===== config.mk =====
export PLATFORM = sky130hd
export DESIGN_NAME = decrypt_sequencer_flat
export DESIGN_NICKNAME = d
export VERILOG_FILES = /design/src/rtl/decrypt_sequencer_if.sv /design/src/rtl/decrypt_sequencer.sv /design/src/flat_wrapper.sv
export SDC_FILE = /design/constraint.sdc
export NUM_CORES = 1
export LEC_CHECK = 0
export ABC_AREA = 1
export ABC_CLOCK_PERIOD_IN_PS = 2400
export BUFFER_PORTS_ARGS = -buffer_cell sky130_fd_sc_hd__buf_2
export CORE_MARGIN = 3
export CORE_UTILIZATION = 25
export CTS_BUF_LIST = sky130_fd_sc_hd__clkbuf_4
export CTS_CLUSTER_SIZE = 8
export DETAILED_ROUTE_END_ITERATION = 6
export HOLD_SLACK_MARGIN = 0.06
export SETUP_SLACK_MARGIN = 0.15
export SLEW_MARGIN = 20
export SYNTH_ARGS = -nofsm -noshare
export SYNTH_HDL_FRONTEND = slang
export SYNTH_SLANG_ARGS = --single-unit

===== constraint.sdc =====
create_clock -name clk -period 2.4 [get_ports clk]
set_input_delay 0.12 -clock clk [delete_from_list [all_inputs] [get_ports clk]]
set_output_delay 0.12 -clock clk [all_outputs]
set_load 0.01 [all_outputs]

===== src/rtl/decrypt_sequencer_if.sv =====
// decrypt_sequencer_if: launch handshake plus data-memory port; slave = sequencer, master = launcher/memory side
interface decrypt_sequencer_if #(
    parameter int AW = 8
);
    logic          req;
    logic          ack;
    logic          err;
    logic [AW-1:0] mem_addr;
    logic          mem_we;
    logic [7:0]    mem_wdata;
    logic [7:0]    mem_rdata;

    modport slave (
        input  req,
        input  mem_rdata,
        output ack,
        output err,
        output mem_addr,
        output mem_we,
        output mem_wdata
    );

    modport master (
        output req,
        output mem_rdata,
        input  ack,
        input  err,
        input  mem_addr,
        input  mem_we,
        input  mem_wdata
    );
endinterface


===== src/rtl/decrypt_sequencer.sv =====
// decrypt_sequencer: recovers LFSR taps/seed from the space preamble, decrypts the message and writes plaintext; optional macro DECRYPT_PARITY_CHECK_EN
module decrypt_sequencer #(
    parameter int SRC_BASE  = 64,
    parameter int DST_BASE  = 0,
    parameter int MSG_LEN   = 64,
    parameter int TRAIN_LEN = 10,
    parameter int AW        = 8
) (
    input logic               clk,
    input logic               init,
    decrypt_sequencer_if.slave bus
);
    typedef enum logic [2:0] {IDLE, LOAD, SEARCH, DEC_RD, DEC_WR, DONE} state_t;

    localparam int CW = $clog2(MSG_LEN + TRAIN_LEN + 2);
    localparam logic [6:0] TAPS [9] = '{7'h60, 7'h48, 7'h78, 7'h72, 7'h6A, 7'h69, 7'h5C, 7'h7E, 7'h7B};

    function automatic logic [6:0] lfsr_step(input logic [6:0] s, input logic [6:0] p);
        return {s[5:0], ^(s & p)};
    endfunction

    state_t        state_q, state_d;
    logic [CW-1:0] cnt_q, cnt_d;
    logic [CW-1:0] wcnt_q, wcnt_d;
    logic [3:0]    idx_q, idx_d;
    logic [6:0]    lfsr_q, lfsr_d;
    logic [6:0]    pat_q, pat_d;
    logic          seen_q, seen_d;
    logic          err_q, err_d;
    logic [6:0]    trn_q [TRAIN_LEN];
    logic [6:0]    trn_d [TRAIN_LEN];
    logic          match;
    logic [6:0]    plain;
    logic          flag;

    assign plain = bus.mem_rdata[6:0] ^ lfsr_q;
`ifdef DECRYPT_PARITY_CHECK_EN
    assign flag = ^bus.mem_rdata;
`else
    logic unused_msb;
    assign flag = 1'b0;
    assign unused_msb = bus.mem_rdata[7];
`endif

    assign bus.ack = (state_q == DONE);
    assign bus.err = err_q;

    // candidate TAPS[idx] must reproduce every preamble transition from a nonzero start state
    always_comb begin
        match = (trn_q[0] != 7'h0);
        for (int k = 0; k < TRAIN_LEN - 1; k++)
            if (lfsr_step(trn_q[k], TAPS[idx_q]) != trn_q[k+1]) match = 1'b0;
    end

    // next-state, counters and memory port drive
    always_comb begin
        state_d       = state_q;
        cnt_d         = cnt_q;
        wcnt_d        = wcnt_q;
        idx_d         = idx_q;
        lfsr_d        = lfsr_q;
        pat_d         = pat_q;
        seen_d        = seen_q;
        err_d         = err_q;
        trn_d         = trn_q;
        bus.mem_addr  = '0;
        bus.mem_we    = 1'b0;
        bus.mem_wdata = 8'h00;
        case (state_q)
            IDLE: begin
                cnt_d   = '0;
                wcnt_d  = '0;
                idx_d   = '0;
                seen_d  = 1'b0;
                err_d   = 1'b0;
                state_d = bus.req ? IDLE : LOAD;
            end
            LOAD: begin
                bus.mem_addr = AW'(SRC_BASE) + AW'(cnt_q);
                for (int k = 0; k < TRAIN_LEN; k++)
                    if (cnt_q == CW'(k + 1)) trn_d[k] = bus.mem_rdata[6:0];
                cnt_d   = (cnt_q == CW'(TRAIN_LEN)) ? '0 : cnt_q + 1'b1;
                state_d = (cnt_q == CW'(TRAIN_LEN)) ? SEARCH : LOAD;
            end
            SEARCH: begin
                if (match) begin
                    pat_d   = TAPS[idx_q];
                    lfsr_d  = trn_q[0];
                    state_d = DEC_RD;
                end else if (idx_q == 4'd8) begin
                    err_d   = 1'b1;
                    state_d = DONE;
                end else begin
                    idx_d = idx_q + 1'b1;
                end
            end
            DEC_RD: begin
                bus.mem_addr = AW'(SRC_BASE) + AW'(cnt_q);
                state_d      = DEC_WR;
            end
            DEC_WR: begin
                bus.mem_addr  = AW'(DST_BASE) + AW'(wcnt_q);
                bus.mem_we    = seen_q || (plain != 7'h0) || flag;
                bus.mem_wdata = {flag, plain};
                wcnt_d        = bus.mem_we ? wcnt_q + 1'b1 : wcnt_q;
                seen_d        = seen_q || bus.mem_we;
                lfsr_d        = lfsr_step(lfsr_q, pat_q);
                cnt_d         = cnt_q + 1'b1;
                state_d       = (cnt_q == CW'(MSG_LEN - 1)) ? DONE : DEC_RD;
            end
            DONE: begin
                state_d = bus.req ? IDLE : DONE;
                err_d   = bus.req ? 1'b0 : err_q;
            end
            default: state_d = IDLE;
        endcase
    end

    // state register; init aborts any run on the next edge
    always_ff @(posedge clk) begin
        if (init) begin
            state_q <= IDLE;
            cnt_q   <= '0;
            wcnt_q  <= '0;
            idx_q   <= '0;
            lfsr_q  <= '0;
            pat_q   <= '0;
            seen_q  <= 1'b0;
            err_q   <= 1'b0;
            trn_q   <= '{default: '0};
        end else begin
            state_q <= state_d;
            cnt_q   <= cnt_d;
            wcnt_q  <= wcnt_d;
            idx_q   <= idx_d;
            lfsr_q  <= lfsr_d;
            pat_q   <= pat_d;
            seen_q  <= seen_d;
            err_q   <= err_d;
            trn_q   <= trn_d;
        end
    end
endmodule


===== src/flat_wrapper.sv =====
// flat-port wrapper written by rule: the top's interface ports become plain ports
module decrypt_sequencer_flat 
#(
    parameter int SRC_BASE  = 64,
    parameter int DST_BASE  = 0,
    parameter int MSG_LEN   = 64,
    parameter int TRAIN_LEN = 10,
    parameter int AW        = 8
)
  (clk, init, bus_req, bus_mem_rdata, bus_ack, bus_err, bus_mem_addr, bus_mem_we, bus_mem_wdata);
  decrypt_sequencer_if #(.AW(AW)) bus_i ();
  input logic clk;
  input logic init;
  input wire logic [$bits(bus_i.req)-1:0] bus_req;
  input wire logic [$bits(bus_i.mem_rdata)-1:0] bus_mem_rdata;
  output wire logic [$bits(bus_i.ack)-1:0] bus_ack;
  output wire logic [$bits(bus_i.err)-1:0] bus_err;
  output wire logic [$bits(bus_i.mem_addr)-1:0] bus_mem_addr;
  output wire logic [$bits(bus_i.mem_we)-1:0] bus_mem_we;
  output wire logic [$bits(bus_i.mem_wdata)-1:0] bus_mem_wdata;
  assign bus_i.req = bus_req;
  assign bus_i.mem_rdata = bus_mem_rdata;
  assign bus_ack = bus_i.ack;
  assign bus_err = bus_i.err;
  assign bus_mem_addr = bus_i.mem_addr;
  assign bus_mem_we = bus_i.mem_we;
  assign bus_mem_wdata = bus_i.mem_wdata;
  decrypt_sequencer #(.SRC_BASE(SRC_BASE), .DST_BASE(DST_BASE), .MSG_LEN(MSG_LEN), .TRAIN_LEN(TRAIN_LEN), .AW(AW)) u_core (.clk(clk), .init(init), .bus(bus_i));
endmodule

# == Yosys cells after proc, flatten, opt, wreduce, memory -nomap -nowiden ==
# Memories as Yosys holds them, arrays and structs flattened.
# Index checks and enable logic that the tools add are counted.
# classes
add_sub_neg,4
n_lt_le_gt_ge,1
n_eq_ne,33
muxes,35
bitwise_logic,12
n_reduce_logical,36
# ops
op,count
$and 7x7->7,10
$reduce_xor 7->1,10
$ne 7x7->1,9
$mux 7,6
$eq 7x3->1 const B,4
$pmux 7 s2,2
$reduce_and 2->1,13
$eq 7x4->1 const B,3
$pmux 7 s3,1
$pmux 3 s6,1
$pmux 8 s2,1
$add 7x1->7 const B,2
$eq 7x2->1 const B,2
$mux 1,14
$reduce_bool 7->1,2
$mux 3,4
$add 7x7->8 const A,1
$mux 4,2
$pmux 4 s2,1
$eq 7x1->1 const B,1
$eq 7x6->1 const B,1
$xor 7x7->7,1
$eq 3x2->1 const B,2
$eq 3x3->1 const B,2
other kinds (18),26
# word_totals
register_bits,107
romBits,112
inputBits,11
out_inout_bits,19
n_memories,1
# memory_table
memory,depth,width,read_ports,rd_ports_with_merged_regs,write_ports,line_no,rtl
(no name shown),16,7,1,0,0,decrypt_sequencer.sv:52,"if (lfsr_step(trn_q[k], TAPS[idx_q]) != trn_q[k+1]) match = 1'b0;"

# == Logic depth before layout (Yosys ltp) ==
# depth
ltp_word,18
ltp_mapped,24
mapped_depth_nobuf,22

# == Worst setup path after synthesis ==
# OpenSTA, ideal clock, no wires.
# synth_path
path_kind,register -> register
startpoint,reg u_core.idx_q[1]
endpoint,reg u_core.pat_q[3]
arrival_time_ns,2.404
path_slack_ns,-0.117
stages_incl_launch_ff,20
n_path_buf,3
period_less_slack_ns,2.517
path_cell_list,dfxtp_1 -> buf_2 -> inv_1 -> ha_1 -> inv_1 -> nand2_1 -> nand3_2 -> buf_6 -> nand2_2 -> xor2_1 -> nand2_1 -> nand2_1 -> nand2_1 -> nand2_1 -> nand3_1 -> nor2_2 -> nand3_4 -> buf_6 -> o21ai_1 -> nor2_1
# synth_between
elab_chain_cells,17
# synth_rtl
item,line_no,rtl
start: declaration,decrypt_sequencer.sv:25,"logic [3:0] idx_q, idx_d;"
start signal: assignment,decrypt_sequencer.sv:135,idx_q <= idx_d;
$not 4->5 (not written as such) *,"decrypt_sequencer.sv:52, decrypt_sequencer.sv:87",
$mem_v2 16x7 *,n/a,
$mux 7 *,n/a,
$mux 7 (not written as such) *,decrypt_sequencer.sv:52,
$and 7x7->7,decrypt_sequencer.sv:19,"return {s[5:0], ^(s & p)};"
$reduce_xor 7->1,decrypt_sequencer.sv:19,
$ne 7x7->1,decrypt_sequencer.sv:52,
$mux 1 (9 in a row),decrypt_sequencer.sv:52,
$reduce_and 2->1 (no line),n/a,
end: declaration,decrypt_sequencer.sv:27,"logic [6:0] pat_q, pat_d;"
# Every way passes the cells marked *; elsewhere a longest branch is shown, timed or not. The select of a mux whose other input is x is not followed.
# A chain may end at the register's enable or synchronous reset.

# == Final worst setup path ==
# layout_path
startpoint,reg u_core.idx_q[1]
endpoint,reg u_core.lfsr_q[6]
# layout_between
elab_chain_cells,18
# layout_rtl
item,line_no,rtl
$not 4->5 (not written as such) *,decrypt_sequencer.sv:52,
$mem_v2 16x7 *,n/a,
$mux 7 *,n/a,
$mux 7 (not written as such) *,decrypt_sequencer.sv:52,
$and 7x7->7,decrypt_sequencer.sv:19,
$reduce_xor 7->1,decrypt_sequencer.sv:19,
$ne 7x7->1,decrypt_sequencer.sv:52,
$mux 1 (8 in a row),decrypt_sequencer.sv:52,
$mux 1 *,decrypt_sequencer.sv:52,
$ne 2x1->1 (no line) *,n/a,
$reduce_and 2->1 (no line) *,n/a,
end signal: assignment,decrypt_sequencer.sv:136,lfsr_q <= lfsr_d;
end: declaration,decrypt_sequencer.sv:26,"logic [6:0] lfsr_q, lfsr_d;"
# Marks and branches as above.

==> results.md <==
- Synth Area in Compound Gates: 16.0%
- GPL Wtd Cong: 0.925
- Seq/Total Area, Yosys: 32.2%
- CP Data Arrival Time: 3.09 ns
- Outcome: complete, but fails checks
- Sink Count: 107
- Power per standard cell area: 388 nW/µm²
- Share of Yosys cell area claimed by the top area cell type: 32.2%
- Slew @ Worst Pin: 0.592 ns
- Layout Utilization: 31.3%
- Vias per cell: 4.69
- EDFF count, synth: 0
- Syn Nets: 1101
- Row count: 59
- HPWL after detailed placement: 16100 µm
- Worst skew pair latency: 0.53 ns
- #FFs+latches synth: 107
- Starting Density: 25.5%
- Placement Cell Area: 7420 µm²
- Synthesized area: 6660 µm²
- Max cap viols: 0
- Synth Area in Simple Gates: 32.6%
- Area of the multi-input gates: 4030 µm²
- Nets@finish: 1178
- Register area: 2150 µm²
- Syn Area/Cell: 6.16 µm²
- Peak supply drop: 0.000200 V
- Post-synthesis cell type with the largest combined area: dfxtp_1
- Area contributors post-synth: dfxtp_1 (32%), nand2_1 (16%), o21ai_0 (8.0%)
- Unrepaired setup endpoints after global routing: true
- CP Class: register to register
- Post-Synth Adder-Cell Area: 1.69%
- Post-synth top flop: dfxtp_1
- Worst EP required: 2.82 ns
- Clock Skew: 0.0298 ns
- Vias in the first global route: 6475
- Final Cycle Share: 111%
- TritonCTS clock tree: done
- Die area: 28600 µm²
- Yosys synthesis warning count: 0
- Leading cell types by count after synthesis: nand2_1 (282), inv_1 (140), nor2_1 (119), dfxtp_1 (107), o21ai_0 (107)
- Clock Tree Root: clkbuf_4
- IO Pins: 30
- Max Buffers Root-to-Sink: 2
- Multiplexer share of the synthesized area: 0%
- Register-to-register setup slack: -0.27 ns
- Congestion Overflow GR: 0
- Largest net degree at the start of global routing: 76
- Final-report hold violation count: 0
- TritonRoute pass-1 iters: 5
- Synth Area in XOR/XNOR: 5.73%
- Initial antenna violation count: 1
- Slack of the critical path: -0.269 ns
- Slew HR: 60.4%
- Die W: 169 µm
- Top-count cell post-synth: nand2_1
- Final WL: 22200 µm
- Fin area: 8180 µm²
- First-pass GRT wire length: 34800 µm
- Slew Limit Fails: 0
- DRC: 0
- Hold Crit Class: input pin to register
- 1st-iter DRT viols: 534
- Htree depth: 3
- Post-synthesis async set-or-reset flop share: 0%
- Failing checks: negative setup slack
- Port bufs: 27
- Total GRT Usage: 15.3%
- Routed wire per std cell: 14.8 µm
- Tmin final: 2.67 ns
- Via count: 7031
- Layout cell share with drive strength beyond 1: 18.1%
- CP endpoint kind: register
- Peak Freq: 0.375 GHz
- Setup violators final: 22
- CP startpoint kind: register
- Core ar.: 26100 µm²
- Critical Path Fanout Max: 8
- Fillers: 2905
- Leak: 3.54 nW
- Synth Instances: 1081
- Synth cell types: 40
- Worst-path clk slew: 0.21 ns
- CTS Buf Count: 9
- Detail Route Antenna Nets: 0
- Largest family of logic cells by synthesized area: simple AND/OR/NAND/NOR gates
- Die H: 169 µm
- P&R area growth vs syn: 22.9%
==> layer usage <==
metal | GRT usage [%] | wire, µm | vias up
met4 | 4.59 | 437 | 0
met3 | 2.21 | 1210 | 30
met1 | 21.0 | 10300 | 3241
met2 | 25.2 | 10300 | 183
li1 | - | - | 3577
met5 | 0 | 0 | -
==> what timing repair did <==
action	CTS	global route
endpoints found under the setup margin	31	43
pin swaps	15	16
hold endpoints to repair	55	0
gates cloned	2	0
setup buffers	16	7
hold buffers	8	0
resized for setup	50	32
==> worst max-delay path: stages (launching register included) <==
cell	delay (ns)
dfxtp_4	0.42
inv_4	0.05
ha_4	0.28
inv_4	0.05
nand2_4	0.08
nand3_4	0.19
buf_6	0.19
nand2_4	0.04
nand2_2	0.07
nand3_2	0.09
nand2_1	0.06
nand2_1	0.07
nand2_1	0.05
nand2_1	0.05
nand2_1	0.05
inv_1	0.07
nand2_2	0.06
nor2_4	0.20
nand3_4	0.19
buf_4	0.20
nand3_1	0.06
a21oi_1	0.07
==> state kept, by name, indices dropped and copies added, names as in the netlist <==
| name | flops |
|---|---|
| u_core.cnt_q | 7 |
| u_core.trn_q | 70 |
| u_core.pat_q | 7 |
| u_core.bus.err | 1 |
| u_core.state_q | 3 |
| u_core.seen_q | 1 |
| u_core.idx_q | 4 |
| u_core.wcnt_q | 7 |
| u_core.lfsr_q | 7 |
==> kinds of logic (layout without fill, tap and decap cells) <==
family | count (synthesis) | after routing
other | 1 | 2
xor gates and xnor gates | 41 | 41
AOI/OAI and AO/OA | 208 | 208
and+or+nand+nor | 520 | 522
adders and majority gates | 9 | 9
DFF | 107 | 107
buffers and inverters | 195 | 275
==> final timing paths <==
check	to	depth (start not counted)	start
worst max-delay path	u_core.lfsr_q[6]	21	u_core.idx_q[1]
worst min-delay path	u_core.trn_q[4]	4	bus_mem_rdata[4]
worst max register to register	u_core.lfsr_q[6]	21	u_core.idx_q[1]
worst min register to register	u_core.bus.err	2	u_core.bus.err
==> metrics by stage <==
stage / power [mW] / hold WS [ns] / cells / worst slack (ns) / TNS [ns]
finish: 3.18 / 0.128 / 1499 / -0.269 / -4.78
global placement: 2.10 / 0.435 / 1449 / -0.369 / -6.89
floorplan: 2.01 / 0.382 / 1081 / 0.114 / 0
detailed placement: 2.11 / 0.450 / 1449 / -0.457 / -8.43
CTS: 3.19 / 0.105 / 1491 / -0.189 / -3.17
global route: 3.30 / 0.137 / 1499 / -0.405 / -7.88
==> where the power goes <==
part           switching (mW)  total [mW]  internal (mW)
logic                   0.198       0.292         0.0941
registers              0.0138        1.81           1.79
clock network           0.729        1.08          0.349
total                   0.941        3.18           2.23
==> cell usage in the layout, fill, tap and decap left out, types with 6 or more instances in the layout <==
cell / synthesis / layout
clkbuf_4: 0 / 9
nor3_1: 14 / 12
ha_1: 9 / 6
nand2_1: 282 / 252
buf_2: 1 / 27
o21ai_0: 107 / 107
buf_4: 4 / 53
inv_2: 9 / 9
nor2_1: 119 / 114
o22ai_1: 6 / 6
nand2_4: 0 / 7
nand4_1: 6 / 6
nand2_2: 8 / 31
xnor2_1: 17 / 17
nand3_2: 2 / 12
a21oi_1: 79 / 76
nor2_2: 5 / 6
xor2_1: 21 / 20
dlygate4sd3_1: 0 / 8
o21ai_1: 9 / 7
nand3_1: 76 / 65
buf_6: 4 / 12
inv_1: 140 / 136
dfxtp_1: 107 / 104
==> area by class of cell <==
type	count	share of cell area, %
Multi-Input combinational cell	781	49.2
Sequential cell	107	26.3
Timing Repair Buffer	104	10.1
Inverter	155	7.28
Tap cell	335	5.13
Clock inverter	7	1.10
Clock buffer	9	0.826
Antenna cell	1	0.0306
Power figures use the tool's default switching activity.
